--- src/rtl/fetch_unit_if.sv ---
// Instruction-memory request/response bundle between the fetch unit and memory.
// The fetch unit holds the request until memory returns i_mem_ready.
interface fetch_unit_if;
  logic        i_mem_read;
  logic [15:0] i_address;
  logic [15:0] i_data;
  logic        i_mem_ready;

  modport master (
    output i_mem_read,
    output i_address,
    input  i_data,
    input  i_mem_ready
  );

  modport slave (
    input  i_mem_read,
    input  i_address,
    output i_data,
    output i_mem_ready
  );
endinterface

--- src/rtl/fetch_unit.sv ---
// Instruction fetch stage: issues one outstanding memory read at a time, fills the
// instruction register through a one-entry skid buffer, and handles redirect/halt.
module fetch_unit #(
  parameter logic [15:0] RESET_PC = 16'h0000
) (
  input  logic                clk,
  input  logic                reset,
  fetch_unit_if.master        mem,
  input  logic                stall,
  input  logic                redirect_valid,
  input  logic [15:0]         redirect_pc,
  input  logic                halt,
  output logic [15:0]         ir,
  output logic                ir_valid,
  output logic [3:0]          opcode,
  output logic [5:0]          func_code,
  output logic [15:0]         ir_pc,
  output logic [15:0]         num_fetched
);

  typedef enum logic [1:0] {FETCH, FULL, HALTED} state_t;

  state_t      state, state_n;
  logic [15:0] pc, pc_n;
  logic [15:0] req_addr;
  logic        squash, squash_n;
  logic [15:0] ir_n, ir_pc_n;
  logic        ir_valid_n;
  logic [15:0] skid, skid_n, skid_pc, skid_pc_n;
  logic        skid_valid, skid_valid_n;
  logic [15:0] num_fetched_n;
  logic        resp;

  // A squashed request must stay visible on the bus until memory completes it.
  assign mem.i_mem_read = (state == FETCH) || squash;
  assign mem.i_address  = req_addr;
  assign resp           = mem.i_mem_read && mem.i_mem_ready;

  assign opcode    = ir[15:12];
  assign func_code = ir[5:0];

  always_comb begin
    state_n       = state;
    pc_n          = pc;
    squash_n      = squash;
    ir_n          = ir;
    ir_pc_n       = ir_pc;
    ir_valid_n    = ir_valid;
    skid_n        = skid;
    skid_pc_n     = skid_pc;
    skid_valid_n  = skid_valid;
    num_fetched_n = num_fetched;

    if (state == HALTED) begin
      if (resp) begin
        squash_n = 1'b0;
      end
    end else if (redirect_valid) begin
      ir_valid_n   = 1'b0;
      skid_valid_n = 1'b0;
      pc_n         = redirect_pc;
      state_n      = FETCH;
      squash_n     = mem.i_mem_read && !mem.i_mem_ready;
    end else if (halt && ir_valid) begin
      state_n  = HALTED;
      squash_n = mem.i_mem_read && !mem.i_mem_ready;
    end else if (state == FULL) begin
      if (!stall) begin
        ir_n          = skid;
        ir_pc_n       = skid_pc;
        skid_valid_n  = 1'b0;
        num_fetched_n = num_fetched + 16'd1;
        state_n       = FETCH;
      end
    end else if (resp && squash) begin
      squash_n = 1'b0;
      if (ir_valid && !stall) begin
        ir_valid_n = 1'b0;
      end
    end else if (resp) begin
      pc_n = req_addr + 16'd1;
      if (!ir_valid || !stall) begin
        ir_n          = mem.i_data;
        ir_pc_n       = req_addr;
        ir_valid_n    = 1'b1;
        num_fetched_n = num_fetched + 16'd1;
      end else begin
        // Consumer is stalled on a live IR: park the word and stop requesting.
        skid_n       = mem.i_data;
        skid_pc_n    = req_addr;
        skid_valid_n = 1'b1;
        state_n      = FULL;
      end
    end else if (ir_valid && !stall) begin
      ir_valid_n = 1'b0;
    end
  end

  always_ff @(posedge clk) begin
    if (reset) begin
      state       <= FETCH;
      pc          <= RESET_PC;
      req_addr    <= RESET_PC;
      squash      <= 1'b0;
      ir          <= 16'h0000;
      ir_pc       <= 16'h0000;
      ir_valid    <= 1'b0;
      skid        <= 16'h0000;
      skid_pc     <= 16'h0000;
      skid_valid  <= 1'b0;
      num_fetched <= 16'h0000;
    end else begin
      state       <= state_n;
      pc          <= pc_n;
      squash      <= squash_n;
      ir          <= ir_n;
      ir_pc       <= ir_pc_n;
      ir_valid    <= ir_valid_n;
      skid        <= skid_n;
      skid_pc     <= skid_pc_n;
      skid_valid  <= skid_valid_n;
      num_fetched <= num_fetched_n;
      // The request address is frozen while a read is in flight.
      if (!mem.i_mem_read || mem.i_mem_ready) begin
        req_addr <= pc_n;
      end
    end
  end

endmodule

--- src/flat_wrapper.sv ---
// flat-port wrapper written by rule: the top's interface ports become plain ports
module fetch_unit_flat 
#(
  parameter logic [15:0] RESET_PC = 16'h0000
)
  (clk, reset, stall, redirect_valid, redirect_pc, halt, ir, ir_valid, opcode, func_code, ir_pc, num_fetched, mem_i_mem_read, mem_i_address, mem_i_data, mem_i_mem_ready);
  fetch_unit_if mem_i ();
  input  logic clk;
  input  logic reset;
  input  logic stall;
  input  logic redirect_valid;
  input  logic [15:0] redirect_pc;
  input  logic halt;
  output logic [15:0] ir;
  output logic ir_valid;
  output logic [3:0] opcode;
  output logic [5:0] func_code;
  output logic [15:0] ir_pc;
  output logic [15:0] num_fetched;
  output wire logic [$bits(mem_i.i_mem_read)-1:0] mem_i_mem_read;
  output wire logic [$bits(mem_i.i_address)-1:0] mem_i_address;
  input wire logic [$bits(mem_i.i_data)-1:0] mem_i_data;
  input wire logic [$bits(mem_i.i_mem_ready)-1:0] mem_i_mem_ready;
  assign mem_i_mem_read = mem_i.i_mem_read;
  assign mem_i_address = mem_i.i_address;
  assign mem_i.i_data = mem_i_data;
  assign mem_i.i_mem_ready = mem_i_mem_ready;
  fetch_unit #(.RESET_PC(RESET_PC)) u_core (.clk(clk), .reset(reset), .mem(mem_i), .stall(stall), .redirect_valid(redirect_valid), .redirect_pc(redirect_pc), .halt(halt), .ir(ir), .ir_valid(ir_valid), .opcode(opcode), .func_code(func_code), .ir_pc(ir_pc), .num_fetched(num_fetched));
endmodule
--- config.mk ---
export PLATFORM = sky130hd
export DESIGN_NAME = fetch_unit_flat
export DESIGN_NICKNAME = d
export VERILOG_FILES = /design/src/rtl/fetch_unit_if.sv /design/src/rtl/fetch_unit.sv /design/src/flat_wrapper.sv
export SDC_FILE = /design/constraint.sdc
export NUM_CORES = 1
export LEC_CHECK = 0
export CORE_UTILIZATION = 51
export CTS_CLUSTER_SIZE = 10
export DETAILED_ROUTE_END_ITERATION = 10
export GPL_TIMING_DRIVEN = 0
export HOLD_SLACK_MARGIN = 0.08
export PLACE_DENSITY_LB_ADDON = 0.25
export SYNTH_ARGS = -nofsm -noshare
export SYNTH_HDL_FRONTEND = slang
export SYNTH_SLANG_ARGS = --single-unit
export TNS_END_PERCENT = 20
--- constraint.sdc ---
create_clock -name clk -period 2.8 [get_ports clk]
set_input_delay 0.84 -clock clk [delete_from_list [all_inputs] [get_ports clk]]
set_output_delay 0.84 -clock clk [all_outputs]
set_load 0.01 [all_outputs]
==> results of run 1 <==
[kinds of logic after synthesis]
family,count (synthesis),share of synthesized area [%]
XOR/XNOR,26,4.28
multiplexers,33,6.20
AO/OA/AOI/OAI,152,19.0
buffers and inverters,74,6.37
AND/OR/NAND/NOR,239,20.1
adder cells (fa/ha/maj),2,0.470
flip-flops,116,43.6
[metal layers]
layer  vias up  track usage [%]  wire, um  share of wire [%]
met5         -                0         0                  0
met3        38             8.21      1120                7.0
met4         0             12.3       386                2.4
li1       2523                -         -                  -
met2       241             50.5      7800                 48
met1      2542             36.5      6820                 42
[state kept, by name, summed over array words and instances (netlist names)]
| signal | flops |
|---|---|
| u_core.ir_pc | 16 |
| u_core.ir | 16 |
| u_core.pc | 16 |
| u_core.ir_valid | 1 |
| u_core.num_fetched | 16 |
| u_core.mem.i_address | 16 |
| u_core.squash | 1 |
| u_core.skid | 16 |
| u_core.state | 2 |
| u_core.skid_pc | 16 |
[path summary, 6_finish.rpt]
check	from	slack (ns)	to
setup / recovery	mem_i_mem_ready	0.12	u_core.ir[8]
hold reg to reg	u_core.skid_pc[3]	0.45	u_core.skid_pc[3]
hold / removal	u_core.skid_pc[3]	0.45	u_core.skid_pc[3]
setup reg to reg	u_core.state[1]	0.45	u_core.skid_pc[2]
[worst min-delay path, cell delays in order (launching register included)]
cell and delay [ns]:
dfxtp_1 0.31, nand2_1 0.05, a21oi_1 0.05
[cell usage after synthesis (all sizes together), types with 8 or more instances]
cell type,number,share of area (%)
a211oi,40,5.6
a21oi,53,5.0
and3,9,1.1
buf,20,2.6
clkbuf,41,2.9
dfxtp,116,44
inv,12,0.85
mux2i,33,6.2
nand2,96,6.8
nand3,16,1.5
nand4,10,1.2
nor2,67,4.7
nor3,11,1.0
nor4,12,1.4
o21ai,13,1.2
o22ai,8,0.94
xnor2,17,2.8
xor2,9,1.5
[placed cells by master, fill, tap and decap left out, types with 13 or more instances in the layout]
master	instances
nand3_1	16
o21ai_0	13
a21oi_1	53
dfxtp_1	116
clkbuf_1	38
nor2_1	67
mux2i_1	33
clkbuf_16	16
a211oi_1	40
xnor2_1	17
nand2_1	96
clkdlybuf4s50_1	111
[final cells by class]
| class | instances | area, sq um | share of cell area (%) |
|---|---|---|---|
| Clock buffer | 17 | 414 | 5.79 |
| Clock inverter | 14 | 134 | 1.87 |
| Inverter | 13 | 48.8 | 0.682 |
| Buffer | 60 | 289 | 4.04 |
| Timing Repair Buffer | 111 | 1110 | 15.5 |
| Tap cell | 133 | 166 | 2.33 |
| Multi-Input combinational cell | 452 | 2670 | 37.3 |
| Sequential cell | 116 | 2320 | 32.5 |
[power breakdown]
| group | switching, mW | internal, mW |
|---|---|---|
| Combinational | 0.324 | 0.291 |
| Clock | 0.814 | 1.18 |
| Sequential | 0.0638 | 1.73 |
| Total | 1.20 | 3.20 |
[metrics by stage]
step	cells	cell area, sq um	worst slack (ns)	hold WS [ns]	TNS (ns)
final	916	7150	0.118	0.454	0
after global routing	916	7150	0.0110	0.466	0
after CTS	917	7160	0.0293	0.453	0
after detailed placement	886	6600	-0.659	0.446	-44.20
after global placement	886	6600	-0.565	0.441	-37.93
after floorplan	642	5320	0.378	0.436	0
[what timing repair did]
action | CTS | global route
buffers inserted | 0 | 0
resized for setup | 2 | 2
setup endpoints to repair | 31 | 51
pin swaps | 0 | 1
==> run_results.csv, run 1 <==
group,metric,value,unit
outcome,status,"completed",
routing,via_count,5344,
die,die_x,104,um
clocking,clkTransAtPathRegs,0.06,ns
finish,antenna_cells,0,
die,fp.dieH,104,um
worst_setup_path,worstPathCellList,"clkdlybuf4s50_1 -> or3b_4 -> a2111oi_4 -> buf_2 -> buf_2 -> a211oi_1",
die,initial_utilization,53.5,%
clocking,htree_levels,4,
worst_setup_path,critical_path_class,"input port to flop",
worst_setup_path,critical_path.top_delay_family,"buffers and inverters",
sta,fin_skew,0.00699,ns
sta,drv_slew,0,
sta,fin_crit_sh,95.8,%
sta,slew_headroom,48.2,%
routing,dr.pass1.iters,5,
clocking,insertion_delay,0.51,ns
sta,max_slew.worst_pin.slew,0.776,ns
worst_setup_path,critPathMaxStageDelay,0.58,ns
power_and_ir_drop,ir_drop,0.000450,V
finish,drive_gt1_share,7.15,%
synth,synth_ff_type,"dfxtp_1",
grt,grt_first_pass_wirelength,25.9,mm
worst_setup_path,critPathBufInv,3,
synth,synth-async-reset-ratio,0,%
routing,ant_nets,0,
grt,grt_max_degree,17,
grt,grt_pass1_vias,5195,
hold_path,hold_class,"flop to flop",
grt,overflow,0,
sta,finalCriticalPeriod,2.68,ns
finish,layout.nets,811,
clocking,cts_tree,"yes",
worst_setup_path,ff2ff_path_depth,7,
routing,avgViaCountPerCell,5.83,
synth,ys_ff_latch,116,
placed_design,portBuffers,111,
synth,seq_area_frac_synth,43.6,%
sta,finalHoldViolCount,0,
worst_setup_path,cp.required,3.17,ns
synth,yosysWarningCount,0,
synth,postSynthCellCount,642,
worst_setup_path,worstPathArrival,3.05,ns
clocking,cts.sinks,116,
worst_setup_path,cpMostUsedCell,"buf_2",
synth,syn-num-nets,682,
grt,antenna_found_initial,0,
sta,grt_setup_unrepaired,"false",
routing,wl_per_cell,17.6,um
worst_setup_path,worst-path-stages,6,
sta,max_freq,373,MHz
die,coreArea,9950,sq um
clocking,cts_hold_buffers,0,
finish,nFillCells,779,
worst_setup_path,cp_slowest_cell,"a2111oi_4",
run,cap_violations,0,
power_and_ir_drop,leakagePower,2.69,nW
placed_design,place_congestion,0.915,
power_and_ir_drop,p_per_area,615,nW/um^2
worst_setup_path,critPathLaunchType,"input port",
routing,wl,16.1,mm
synth,synth_cell_types,48,
worst_setup_path,cp_max_fo,10,
hold_path,hold_depth,2,
die,die_area,10900,sq um
power_and_ir_drop,power,4.40,mW
routing,drtIter0Drc,314,
placed_design,dp_hpwl,11.2,mm
worst_setup_path,critPathCaptureType,"flop",
finish,areaGrowthSynthToFinish,34.4,%
grt,track_usage,30.2,%
clocking,cts-root-buf,"clkbuf_8",
sta,setup_viol_count_final,0,
finish,post-route-util,71.9,%
clocking,clock_path_buffers,2,
routing,post-route-drc-count,0,
clocking,numCtsBuffers,17,
synth,syn_avg_cell_area,8.29,sq um
die,fp-row-count,36,
synth,synth-edff-count,0,
die,pin_count,114,
synth,synth_area,5320,sq um
Note: power is estimated with default switching activity, not from simulation.
==> run 2: changes to the inputs <==
--- a/config.mk
+++ b/config.mk
@@ -6,7 +6,7 @@
 export NUM_CORES = 1
 export LEC_CHECK = 0
 export CORE_UTILIZATION = 51
-export CTS_CLUSTER_SIZE = 10
+export CTS_CLUSTER_SIZE = 16
 export DETAILED_ROUTE_END_ITERATION = 10
 export GPL_TIMING_DRIVEN = 0
 export HOLD_SLACK_MARGIN = 0.08
==> results of run 2 <==
Final layout, timing and power as in run 1 (identical DEF).
==> run 3: changes to the inputs <==
--- a/config.mk
+++ b/config.mk
@@ -5,12 +5,14 @@
 export SDC_FILE = /design/constraint.sdc
 export NUM_CORES = 1
 export LEC_CHECK = 0
+export CAP_MARGIN = 20
 export CORE_UTILIZATION = 51
 export CTS_CLUSTER_SIZE = 16
 export DETAILED_ROUTE_END_ITERATION = 10
 export GPL_TIMING_DRIVEN = 0
 export HOLD_SLACK_MARGIN = 0.08
 export PLACE_DENSITY_LB_ADDON = 0.25
+export REMOVE_ABC_BUFFERS = 1
 export SYNTH_ARGS = -nofsm -noshare
 export SYNTH_HDL_FRONTEND = slang
 export SYNTH_SLANG_ARGS = --single-unit
==> run 3 against run 2 <==
Effect of this change: total power fell by 3.4%; non-clock buffer count is 46 lower; die area did not move; cell count fell by 4.7%; via count decreased by 4.3%; clock skew about the same; first-iteration DRC count rose by 7.0%; combinational power fell by 9.6%; sequential share of layout area rose by 0.44 points; critical endpoint is now u_core.ir[4]; largest power group unchanged.
==> run_results.csv, run 3 (synthesized netlist as in run 1, its figures left out) <==
group,metric,value,unit
clocking,cts_tree,"yes",
finish,mostFrequentLayoutCells,"dfxtp_1, clkdlybuf4s50_1, nand2_1",
placed_design,portBuffers,113,
sta,fin_crit_sh,97.4,%
worst_setup_path,critPathCaptureType,"flop",
die,fp.dieH,104,um
power_and_ir_drop,power,4.25,mW
worst_setup_path,cp.required,3.22,ns
clocking,cts.sinks,116,
run,cap_violations,0,
power_and_ir_drop,ir_drop,0.000380,V
sta,whs,0.452,ns
finish,antenna_cells,0,
die,fp-row-count,36,
finish,drive_gt1_share,7.70,%
die,die_area,10900,sq um
routing,via_count,5114,
placed_design,place_congestion,0.864,
sta,finalCriticalPeriod,2.73,ns
grt,overflow,0,
sta,setup_viol_count_final,0,
clocking,cts_hold_buffers,0,
clocking,cts-root-buf,"clkbuf_8",
grt,grt_first_pass_wirelength,23.0,mm
finish,areaGrowthSynthToFinish,32.6,%
worst_setup_path,ff2ff_path_depth,5,
sta,max_freq,367,MHz
sta,max_slew.worst_pin.slew,0.706,ns
sta,drv_slew,0,
routing,ant_nets,0,
routing,drtIter0Drc,336,
routing,wl,14.4,mm
finish,final_cells,873,
worst_setup_path,critPathLaunchType,"input port",
hold_path,hold_class,"flop to flop",
clocking,insertion_delay,0.52,ns
placed_design,dp_hpwl,8.82,mm
routing,avgViaCountPerCell,5.86,
sta,fin_skew,0.00733,ns
hold_path,min_from,"u_core.skid_pc[7]",
sta,setup_ws,0.0740,ns
routing,dr.pass1.iters,5,
worst_setup_path,critPathLaunch,"stall",
grt,antenna_found_initial,0,
finish,final_common_cell,"dfxtp_1",
finish,post-route-util,70.9,%
worst_setup_path,critical_path_class,"input port to flop",
clocking,htree_levels,4,
worst_setup_path,cp_max_fo,19,
clocking,clock_path_buffers,2,
die,initial_utilization,53.5,%
worst_setup_path,worstPathArrival,3.15,ns
routing,wl_per_cell,16.5,um
die,pin_count,114,
clocking,numCtsBuffers,17,
power_and_ir_drop,p_per_area,603,nW/um^2
hold_path,hold_depth,2,
grt,grt_pass1_vias,4584,
grt,grt_max_degree,81,
sta,grt_setup_unrepaired,"false",
placed_design,dp_cells,833,
worst_setup_path,r2r-start,"u_core.state[1]",
routing,post-route-drc-count,0,
power_and_ir_drop,leakagePower,2.62,nW
die,die_x,104,um
grt,track_usage,26.7,%
finish,layout.nets,767,
die,coreArea,9950,sq um
sta,slew_headroom,52.8,%
outcome,status,"completed",
sta,finalHoldViolCount,0,
clocking,clkTransAtPathRegs,0.06,ns
placed_design,pre_cts_slack,-1.20,ns
## run 3: through the flow
step	cell area, sq um	setup TNS (ns)
2_1_floorplan	5030	-30.85
3_3_place_gp	6330	-249.98
3_5_place_dp	6430	-61.63
4_1_cts	7030	0
5_1_grt	7060	0
6_report	7060	0
## run 3: worst paths after layout
check	end	slack [ns]
worst max register to register	u_core.mem.i_address[13]	0.43
worst min-delay path	u_core.skid_pc[7]	0.45
worst min register to register	u_core.skid_pc[7]	0.45
worst max-delay path	u_core.ir[4]	0.07
## run 3: layout make-up
class                           instances  area, sq um
Fill cell                             795         2900
Sequential cell                       116         2320
Inverter                               13         48.8
Timing Repair Buffer                  125         1280
Clock buffer                           19          432
Multi-Input combinational cell        454         2730
Tap cell                              133          166
Clock inverter                         13         85.1
## run 3: critical path, stage by stage
cell	delay, ns
clkdlybuf4s50_1	0.65
or2b_1	0.38
a2111oi_4	0.52
buf_6	0.25
buf_6	0.20
nor2_1	0.05
a211oi_1	0.23
## run 3: timing repair
item | 4_1_cts | 5_1_grt
pin swaps | 2 | 1
buffers inserted | 4 | 2
gates resized for setup | 5 | 3
setup endpoints to repair | 34 | 54
cloned | 2 | 0
## run 3: per-layer routing
layer  GRT usage, %  up-vias  wire length [um]
li1               -     2435                 -
met1           34.2     2396              6290
met2           43.4      248              6790
met3           5.26       35               973
met4           11.9        0               373
met5              0        -                 0
## run 3: report_power, final
part	leakage (nW)	internal, mW	switching (mW)
Clock	0.246	1.10	0.782
Sequential	0.947	1.73	0.0837
Combinational	1.43	0.279	0.278
Total	2.62	3.11	1.14
